<file path="src/rtl/uart_tx_frame.sv">
// uart_tx_frame: serialises echo-path FIFO bytes onto TXD.
// Frame = start, DATA_WIDTH bits LSB first, optional parity, stop bits.
module uart_tx_frame #(
  parameter int DATA_WIDTH = 8,
  parameter int CLK_FREQ   = 50000000,
  parameter int BAUD       = 115200,
  parameter int PARITY     = 0,
  parameter int STOP_BITS  = 1
) (
  input  logic                  clk,
  input  logic                  rst_n,
  input  logic                  en_tx,
  input  logic                  load,
  input  logic [DATA_WIDTH-1:0] data_tx,
  output logic                  txd,
  output logic                  busy,
  output logic                  done_tx,
  output logic                  load_err
);

  localparam int CPB   = CLK_FREQ / BAUD;
  localparam int CNT_W = (CPB > 1) ? $clog2(CPB) : 1;
  localparam int IDX_W = $clog2(DATA_WIDTH + 1);

  localparam logic [CNT_W-1:0] CNT_LAST  = CNT_W'(CPB - 1);
  localparam logic [CNT_W-1:0] CNT_PEN   = CNT_W'(CPB - 2);
  localparam logic [IDX_W-1:0] BIT_LAST  = IDX_W'(DATA_WIDTH - 1);
  localparam logic [IDX_W-1:0] STOP_LAST = IDX_W'(STOP_BITS - 1);

  typedef enum logic [2:0] {
    IDLE,
    LOAD,
    START,
    DATA,
    PAR,
    STOP
  } state_t;

  state_t                  state_q;
  logic [CNT_W-1:0]        cnt_q;
  logic [IDX_W-1:0]        idx_q;
  logic [DATA_WIDTH-1:0]   shift_q;
  logic                    par_q;
  logic                    txd_q;
  logic                    busy_q;
  logic                    done_q;
  logic                    load_err_q;

  logic accept;
  logic bit_end;
  logic stop_end;
  logic par_d;
  logic load_err_d;

  assign accept   = load & en_tx;
  assign bit_end  = (cnt_q == CNT_LAST);
  assign stop_end = (state_q == STOP) && bit_end &&
                    (idx_q == STOP_LAST);
  assign par_d    = (PARITY == 1) ? ~^data_tx : ^data_tx;

  // Loads are legal only in IDLE, LOAD, or the final stop clk
  assign load_err_d = load & (~en_tx |
                      ~((state_q == IDLE) ||
                        (state_q == LOAD) || stop_end));

  always_ff @(posedge clk or negedge rst_n) begin
    if (!rst_n) begin
      state_q    <= IDLE;
      cnt_q      <= '0;
      idx_q      <= '0;
      shift_q    <= '0;
      par_q      <= 1'b0;
      txd_q      <= 1'b1;
      busy_q     <= 1'b0;
      done_q     <= 1'b0;
      load_err_q <= 1'b0;
    end else begin
      done_q     <= 1'b0;
      load_err_q <= load_err_d;
      unique case (state_q)
        IDLE: begin
          txd_q <= 1'b1;
          if (accept) begin
            state_q <= LOAD;
            busy_q  <= 1'b1;
          end
        end
        LOAD: begin
          shift_q <= data_tx;
          par_q   <= par_d;
          txd_q   <= 1'b0;
          cnt_q   <= '0;
          idx_q   <= '0;
          state_q <= START;
        end
        START: begin
          if (bit_end) begin
            cnt_q   <= '0;
            txd_q   <= shift_q[0];
            shift_q <= shift_q >> 1;
            state_q <= DATA;
          end else begin
            cnt_q <= cnt_q + CNT_W'(1);
          end
        end
        DATA: begin
          if (bit_end) begin
            cnt_q <= '0;
            if (idx_q == BIT_LAST) begin
              idx_q <= '0;
              if (PARITY != 0) begin
                txd_q   <= par_q;
                state_q <= PAR;
              end else begin
                txd_q   <= 1'b1;
                state_q <= STOP;
              end
            end else begin
              idx_q   <= idx_q + IDX_W'(1);
              txd_q   <= shift_q[0];
              shift_q <= shift_q >> 1;
            end
          end else begin
            cnt_q <= cnt_q + CNT_W'(1);
          end
        end
        PAR: begin
          if (bit_end) begin
            cnt_q   <= '0;
            txd_q   <= 1'b1;
            state_q <= STOP;
          end else begin
            cnt_q <= cnt_q + CNT_W'(1);
          end
        end
        STOP: begin
          txd_q <= 1'b1;
          if (bit_end) begin
            cnt_q <= '0;
            if (idx_q == STOP_LAST) begin
              idx_q <= '0;
              if (accept) begin
                state_q <= LOAD;
              end else begin
                state_q <= IDLE;
                busy_q  <= 1'b0;
              end
            end else begin
              idx_q <= idx_q + IDX_W'(1);
            end
          end else begin
            cnt_q <= cnt_q + CNT_W'(1);
            // Registered done_tx: arm it one clk before the last stop clk
            if ((cnt_q == CNT_PEN) && (idx_q == STOP_LAST))
              done_q <= 1'b1;
          end
        end
        default: begin
          state_q <= IDLE;
          txd_q   <= 1'b1;
          busy_q  <= 1'b0;
        end
      endcase
    end
  end

  assign txd      = txd_q;
  assign busy     = busy_q;
  assign done_tx  = done_q;
  assign load_err = load_err_q;

endmodule

</file>
<file path="config.mk">
export PLATFORM = sky130hd
export DESIGN_NAME = uart_tx_frame
export DESIGN_NICKNAME = d
export VERILOG_FILES = /design/src/rtl/uart_tx_frame.sv
export SDC_FILE = /design/constraint.sdc
export NUM_CORES = 1
export LEC_CHECK = 0
export BUFFER_PORTS_ARGS = -buffer_cell sky130_fd_sc_hd__buf_2
export CAP_MARGIN = 15
export CORE_ASPECT_RATIO = 0.7
export CORE_MARGIN = 2
export CORE_UTILIZATION = 52
export DETAILED_ROUTE_END_ITERATION = 12
export GPL_TIMING_DRIVEN = 1
export PLACE_DENSITY_LB_ADDON = 0.15
export SYNTH_ARGS = -nofsm -noshare
export SYNTH_HDL_FRONTEND = slang
export SYNTH_SLANG_ARGS = --single-unit
</file>
<file path="constraint.sdc">
create_clock -name clk -period 1.9 [get_ports clk]
set_input_delay 0.095 -clock clk [delete_from_list [all_inputs] [get_ports clk]]
set_output_delay 0.095 -clock clk [all_outputs]
set_load 0.01 [all_outputs]
</file>
## After elaboration in Yosys (flattened, before gate mapping)

Index checks and enable logic that the tools add are counted.

- Bits in registers: 28
- Input port bits: 12
- Word-level logic and storage cells: 83

- Add/subtract/negate cells: 2
- Equality and inequality tests: 17
- Mux-type cells: 33
- Bitwise logic cells: 6
- Reduce and logical (&&, ||, !) cells: 17

Operator list:

| operator | count |
|---|---|
| 2-to-1 mux 8 bit | 3 |
| case mux 8 bit (3 select lines) | 1 |
| 2-to-1 mux 3 bit | 7 |
| equality test 9 bit (second input constant) | 2 |
| case mux 3 bit (6 select lines) | 1 |
| case mux 9 bit (2 select lines) | 1 |
| 2-to-1 mux 4 bit | 4 |
| inequality test 2 bit (second input constant) | 8 |
| 2-to-1 mux 1 bit | 12 |
| case mux 4 bit (3 select lines) | 1 |
| adder 9 x 1 -> 9 bit (second input constant) | 1 |
| 2-to-1 mux 9 bit | 1 |
| OR reduction 4 bit | 2 |
| AND reduction 7 bit | 1 |
| equality test 3 x 2 -> 1 bit (second input constant) | 2 |
| equality test 3 bit (second input constant) | 2 |
| AND reduction 3 bit | 2 |
| nonzero test 3 bit | 2 |
| AND reduction 5 bit | 1 |
| adder 4 x 1 -> 4 bit (second input constant) | 1 |
| equality test 4 x 3 -> 1 bit (second input constant) | 1 |
| logical NOT 4 bit | 1 |
| case mux 1 bit (4 select lines) | 1 |
| AND reduction 4 bit | 1 |
| other kinds (10) | 16 |

## Logic depth before layout (Yosys ltp)

Gate-level depths: netlist of the first run.

- Depth after elaboration: 7
- Gate-level depth with buffers: 7
- Gate-level depth less buffers: 6

## Worst setup path after synthesis of the first run

OpenSTA, ideal clock, no wires.

- Path kind: register -> register
- Start point: register cnt_q[0]
- End point: register shift_q[1]
- Setup time: 0.125 ns
- Data arrival time: 1.800 ns
- Path slack: -0.025 ns
- Cell stages (with the launch flop): 7
- Buffers on the path: 1
- Path through: dfrtp_1 ha_1 and4_4 clkbuf_8 and2_2 o21ai_2 mux2_2

- Longest elaborated chain between the ends: 3
- Elaborated cells on any way between the ends: 4

Ends and longest elaborated chain:

| item | RTL line | RTL |
|---|---|---|
| start, declared | 40 | `logic [CNT_W-1:0] cnt_q;` |
| start signal, assigned | 103 | `cnt_q <= cnt_q + CNT_W'(1);` |
| start signal, assigned | 124 | `cnt_q <= cnt_q + CNT_W'(1);` |
| start signal, assigned | 133 | `cnt_q <= cnt_q + CNT_W'(1);` |
| equality test 9 bit (*) | 56 | `assign bit_end = (cnt_q == CNT_LAST);` |
| inequality test 2 bit (no line) | -- |  |
| AND reduction 4 bit (no line) (*) | -- |  |
| end signal, assigned | 89 | `shift_q <= data_tx;` |
| end signal, assigned | 100 | `shift_q <= shift_q >> 1;` |
| end signal, assigned | 121 | `shift_q <= shift_q >> 1;` |
| end, declared | 42 | `logic [DATA_WIDTH-1:0] shift_q;` |

Mark *: on every way between the ends. The rest lies on a longest branch, timed or not.
A chain may end at the register's enable or synchronous reset.

## Worst setup path in the final report of the first run

- Start point: register cnt_q[1]
- End point: register shift_q[5]

The elaborated chain is that of the path after synthesis.

==> results of run 1 <==
==> metrics by stage <==
step / total power [mW] / TNS (ps) / utilization / cells / area, um^2
final: 1.92 / 0 / 0.624 / 227 / 1930
after global routing: 2.05 / -2.03 / 0.624 / 227 / 1930
after CTS: 1.92 / 0 / 0.621 / 226 / 1920
after detailed placement: 1.54 / 0 / 0.600 / 221 / 1850
after global placement: 1.51 / 0 / 0.600 / 221 / 1850
after floorplan: 1.33 / 0 / - / 158 / 1660
==> layer usage <==
layer  wire length [um]  share of wire  vias to the layer above
met3                187          0.053                        2
met1               1730           0.49                      648
met4                 14         0.0040                        0
met5                  0              0                        -
li1                   -              -                      648
met2               1570           0.45                       35
==> cells by family (layout without fill, tap and decap cells) <==
family	after synthesis	in the layout	synth area share
simple gates	54	54	0.205
compound gates	36	36	0.152
flops	28	28	0.425
mux	15	15	0.100
buf+inv	15	46	0.0538
fa+ha+maj	5	5	0.0379
xor+xnor	5	5	0.0265
==> what timing repair did <==
| action | CTS | global route |
|---|---|---|
| endpoints found under the setup margin | 0 | 7 |
| resized for setup | 0 | 2 |
| setup buffers | 0 | 1 |
| endpoints found under the hold margin | 27 | 0 |
| hold buffers | 1 | 0 |
==> cells in the final DEF, fill, tap and decap left out, types with 2 or more instances in the layout <==
| cell | instances |
|---|---|
| a211oi_1 | 2 |
| a21o_2 | 2 |
| a21oi_1 | 8 |
| a31oi_1 | 2 |
| a41oi_1 | 2 |
| and2_2 | 2 |
| buf_2 | 15 |
| buf_4 | 18 |
| clkbuf_8 | 4 |
| dfrtp_1 | 25 |
| dfrtp_2 | 2 |
| ha_1 | 5 |
| inv_1 | 8 |
| mux2_2 | 12 |
| mux2i_1 | 3 |
| nand2_1 | 7 |
| nand2b_1 | 2 |
| nand3_1 | 9 |
| nand4_1 | 5 |
| nor2_1 | 8 |
| nor2b_1 | 3 |
| nor3_1 | 4 |
| o211ai_1 | 2 |
| o21ai_0 | 7 |
| o41ai_1 | 2 |
| or3_1 | 2 |
| xnor2_1 | 2 |
| xor2_1 | 3 |
==> sequential cells by signal, summed over array words and instances (netlist names) <==
name      flops
load_err      1
done_tx       1
cnt_q         9
state_q       3
txd           1
shift_q       8
busy          1
idx_q         4
==> power groups by stage <==
stage	clock [mW]	combinational, mW	sequential (mW)
global route	0.399	0.679	0.970
finish	0.368	0.613	0.942
global placement	0	0.569	0.946
floorplan	0	0.401	0.930
CTS	0.380	0.600	0.943
detailed placement	0	0.594	0.951
==> worst paths after layout <==
check / end / depth (start not counted) / start / slack [ps]
setup / recovery: shift_q[5] / 6 / cnt_q[1] / 70
hold / removal: shift_q[7] / 2 / data_tx[7] / 60
setup reg to reg: shift_q[5] / 6 / cnt_q[1] / 70
hold reg to reg: shift_q[7] / 1 / shift_q[7] / 500
max in group asynchronous: state_q[2] / 2 / rst_n / 1080
min in group asynchronous: cnt_q[1] / 2 / rst_n / 360
==> final cells by class <==
type                       instances  area (um^2)
timing repair buffer              34          220
sequential                        28          704
fill                             266         1160
tap                               38         47.5
multi-input combinational        115          868
inverter                           8         30.0
clock buffer                       4         55.1
==> worst max-delay path: cells and delay by family, from the launching register on <==
family | cells | cell delay [ps]
compound gates | 1 | 270
fa+ha+maj | 1 | 190
buf+inv | 1 | 70
flops | 1 | 390
mux | 1 | 370
simple gates | 2 | 440
==> results.py, run 1 <==
metrics = {
    "run_status": {
        "status": "completed",
    },
    "sta": {
        "slew_violations": 0,
        "worst_pin_slew_ps": 634,
        "clock-skew-final_ps": 5.43,
        "setup_viol": 0,
        "min_period_ps": 1830,
        "fin_crit_sh": 0.964,
        "fmax_mhz": 546,
        "setup_ws_ps": 68.6,
        "fin_hold_ws_ps": 61.7,
        "hold_viol": 0,
        "slew_headroom": 0.577,
    },
    "clock_tree": {
        "clock_latency_ps": 270,
        "cts_tree": "yes",
        "ctsHtreeMaxLevel": 1,
        "cts.clk_slew.worst_paths_ps": 90,
        "cts_max_path_buffers": 2,
        "cts_buffers": 3,
        "cts_root_buffer": "clkbuf_8",
        "cts_sinks": 28,
    },
    "placed_design": {
        "hpwl_um": 2580,
        "port_buffers": 15,
        "pre_cts_ws_ps": 46.1,
        "place.gp.congestion": 0.823,
    },
    "logic_synthesis": {
        "yosysWarningCount": 0,
        "yosys-top-cells-area": "dfrtp_1, mux2_2, ha_1",
        "ys.flop_type": "dfrtp_1",
        "ys_ff_latch": 28,
        "syn_nets": 175,
        "syn_avg_cell_area_um2": 10.5,
        "synth_edf_count": 0,
        "yosysMostFrequentCell": "dfrtp_1",
        "synth_top_cell_area_share": 0.409,
        "ys_seq_area_frac": 0.425,
        "syn_inst": 158,
        "ys_types": 49,
        "yosysTopAreaCell": "dfrtp_1",
        "ys_top_cells_by_count": "dfrtp_1, mux2_2, nand3_1",
        "syn_area_um2": 1650,
        "async_flop_share": 1.00,
    },
    "die": {
        "core-area_um2": 3080,
        "die-area_um2": 3650,
        "die_x_um": 71.4,
        "rows": 17,
        "die_height_um": 51.2,
        "ios": 16,
        "floorplan.initialDensity": 0.535,
    },
    "setup_path": {
        "crit_path_max_incr_delay_ps": 390,
        "cp-start-kind": "register",
        "crit_fanout": 9,
        "required_ps": 2060,
        "cp-end-kind": "register",
        "crit_path_top_delay_cell": "dfrtp_1",
        "cp.arrival_ps": 2000,
        "crit_chain": "inv_1 -> ha_1 -> and4_4 -> and2_2 -> o21ai_4 -> mux2_2",
        "path_class": "register to register",
    },
    "power_and_ir_drop": {
        "p_clk_frac": 0.191,
        "p_sw_frac": 0.329,
        "p_seq_frac": 0.490,
        "comb_power_share": 0.319,
        "irDropWorstVdd_mv": 0.439,
        "p_int_mw": 1.29,
        "p_leak_nw": 0.839,
        "power_density_nw_per_um2": 999,
        "switchingPower_mw": 0.632,
    },
    "routing": {
        "route.detailed.drc": 0,
        "num_vias": 1333,
        "via_per_inst": 5.87,
        "wirelength_um": 3500,
        "first_iter_violations": 103,
        "antenna_left": 0,
        "drt-pass1-iter-count": 4,
        "wl_per_cell_um": 15.4,
    },
    "global_route": {
        "grt_usage": 0.206,
        "overflow": 0,
        "antenna_found_initial": 0,
        "gr-max-usage-layer": "met1",
        "use_met2": 0.310,
        "use_met3": 0.0434,
        "grt_pass1_wl_um": 5890,
        "grt_pass1_vias": 1236,
        "use_met1": 0.312,
        "grt_max_degree": 29,
    },
    "final_layout": {
        "antenna_cells": 0,
        "fin_nets": 207,
        "drive_gt1_frac": 0.328,
        "areaGrowthSynthToFinish_pct": 16.6,
    },
    "job": {
        "maxCapViolCount": 0,
    },
    "hold_path": {
        "hold_class": "input port to register",
    },
}
Note: power is estimated with default switching activity, not from simulation.
==> run 2, diff against run 1 <==
--- a/config.mk
+++ b/config.mk
@@ -12,7 +12,8 @@
 export CORE_UTILIZATION = 52
 export DETAILED_ROUTE_END_ITERATION = 12
 export GPL_TIMING_DRIVEN = 1
-export PLACE_DENSITY_LB_ADDON = 0.15
+export MAX_ROUTING_LAYER = met4
+export PLACE_DENSITY = 0.82
 export SYNTH_ARGS = -nofsm -noshare
 export SYNTH_HDL_FRONTEND = slang
 export SYNTH_SLANG_ARGS = --single-unit
==> results.py, run 2 (synthesis results as in run 1) <==
metrics = {
    "global_route": {
        "grt_max_degree": 29,
        "overflow": 0,
        "grt_usage": 0.222,
        "grt_pass1_vias": 1289,
        "grt_pass1_wl_um": 6000,
        "antenna_found_initial": 0,
    },
    "routing": {
        "num_vias": 1317,
        "wirelength_um": 3490,
        "first_iter_violations": 112,
        "route.detailed.drc": 0,
        "antenna_left": 0,
        "drt-pass1-iter-count": 4,
        "via_per_inst": 5.91,
        "wl_per_cell_um": 15.7,
    },
    "setup_path": {
        "cp-start-kind": "register",
        "cp-end-kind": "register",
        "ff2ff_path_depth": 6,
        "path_class": "register to register",
        "required_ps": 2130,
        "cp.arrival_ps": 2090,
        "crit_fanout": 6,
    },
    "final_layout": {
        "final_cell_area_um2": 1890,
        "top_regs": "cnt_q (9), shift_q (8), idx_q (4)",
        "antenna_cells": 0,
        "layout_commonest_cell": "dfrtp_1",
        "fin_nets": 203,
        "regMostFlops": "cnt_q",
        "areaGrowthSynthToFinish_pct": 14.2,
        "utilization": 0.611,
        "drive_gt1_frac": 0.303,
        "largest_reg_flops": 9,
        "layout_common_cells": "dfrtp_1, buf_2, buf_4",
    },
    "clock_tree": {
        "cts_buffers": 3,
        "cts.clk_slew.worst_paths_ps": 90,
        "ctsHtreeMaxLevel": 1,
        "cts_max_path_buffers": 2,
        "clock_latency_ps": 280,
        "cts_sinks": 28,
        "cts_tree": "yes",
        "cts_root_buffer": "clkbuf_8",
    },
    "job": {
        "maxCapViolCount": 0,
    },
    "die": {
        "floorplan.initialDensity": 0.535,
        "ios": 16,
        "rows": 17,
        "die_x_um": 71.4,
        "core-area_um2": 3080,
        "die-area_um2": 3650,
        "die_height_um": 51.2,
    },
    "sta": {
        "fin_crit_sh": 0.980,
        "worst_pin_slew_ps": 642,
        "hold_viol": 0,
        "fin_setup_tns_ps": 0,
        "slew_violations": 0,
        "min_period_ps": 1860,
        "fmax_mhz": 537,
        "slew_headroom": 0.572,
        "rsz0062_at_grt": "false",
        "setup_viol": 0,
        "clock-skew-final_ps": 1.56,
    },
    "placed_design": {
        "port_buffers": 15,
        "placed_area_um2": 1810,
        "place.gp.congestion": 0.886,
        "hpwl_um": 2600,
    },
    "power_and_ir_drop": {
        "irDropWorstVdd_mv": 0.442,
        "p_leak_nw": 0.809,
        "power_density_nw_per_um2": 996,
    },
    "hold_path": {
        "hold_class": "input port to register",
        "holdPathStages": 2,
    },
    "run_status": {
        "status": "completed",
    },
}
## run 2: cell count changes in the layout (fill, tap and decap cells not counted), sizes merged
| cell | change |
|---|---|
| buf | -4 |
## run 2: critical path, cell delays in order (launching register included)
cell and delay [ps]:
dfrtp_1 430, inv_1 60, ha_1 200, and4bb_2 280, nand4b_1 310, o41ai_1 390, a21o_2 140
## run 2: worst paths after layout
kind / slack, ps / to / from
worst min register to register: 520 / shift_q[7] / shift_q[7]
worst max register to register: 40 / idx_q[3] / idx_q[0]
worst min-delay path: 60 / shift_q[7] / data_tx[7]
max in group asynchronous: 1110 / busy / rst_n
worst max-delay path: 40 / idx_q[3] / idx_q[0]
min in group asynchronous: 360 / cnt_q[5] / rst_n
## run 2: what timing repair did
item / 4_1_cts / 5_1_grt
hold buffers: 1 / 0
endpoints found under the setup margin: 0 / 6
setup buffers: 0 / 2
gates resized for setup: 0 / 1
hold endpoints to repair: 27 / 0
## run 2: where the power goes
part           switching (mW)  internal (mW)  leakage, nW
combinational           0.280          0.315        0.438
clock                   0.190          0.151       0.0228
sequential              0.162          0.779        0.348
total                   0.632           1.25        0.809
## run 2: through the flow
step / std cells / power (mW) / hold WS [ps] / worst slack [ps]
floorplan: 158 / 1.33 / -201 / 29.7
detailed placement: 216 / 1.52 / 149 / 33.8
finish: 223 / 1.88 / 62.9 / 37.6
global route: 223 / 2.01 / 60.2 / 1.48
CTS: 221 / 1.87 / 55.7 / 16.9
global placement: 216 / 1.49 / 142 / 105
## run 2: final cells by class
cell class,count,area [um^2]
flip-flops and latches,28,702
repair buffers,30,190
well taps,38,47.5
clock buffers,4,45.0
fillers,242,1200
multi-input cells,115,871
inverters,8,30.0
## run 2: routing by layer
metal | vias up | GRT usage | part of all wire
met4 | 0 | 0.0943 | 0.014
met5 | - | - | 0
met3 | 5 | 0.0533 | 0.065
li1 | 647 | - | -
met1 | 628 | 0.306 | 0.47
met2 | 37 | 0.312 | 0.45
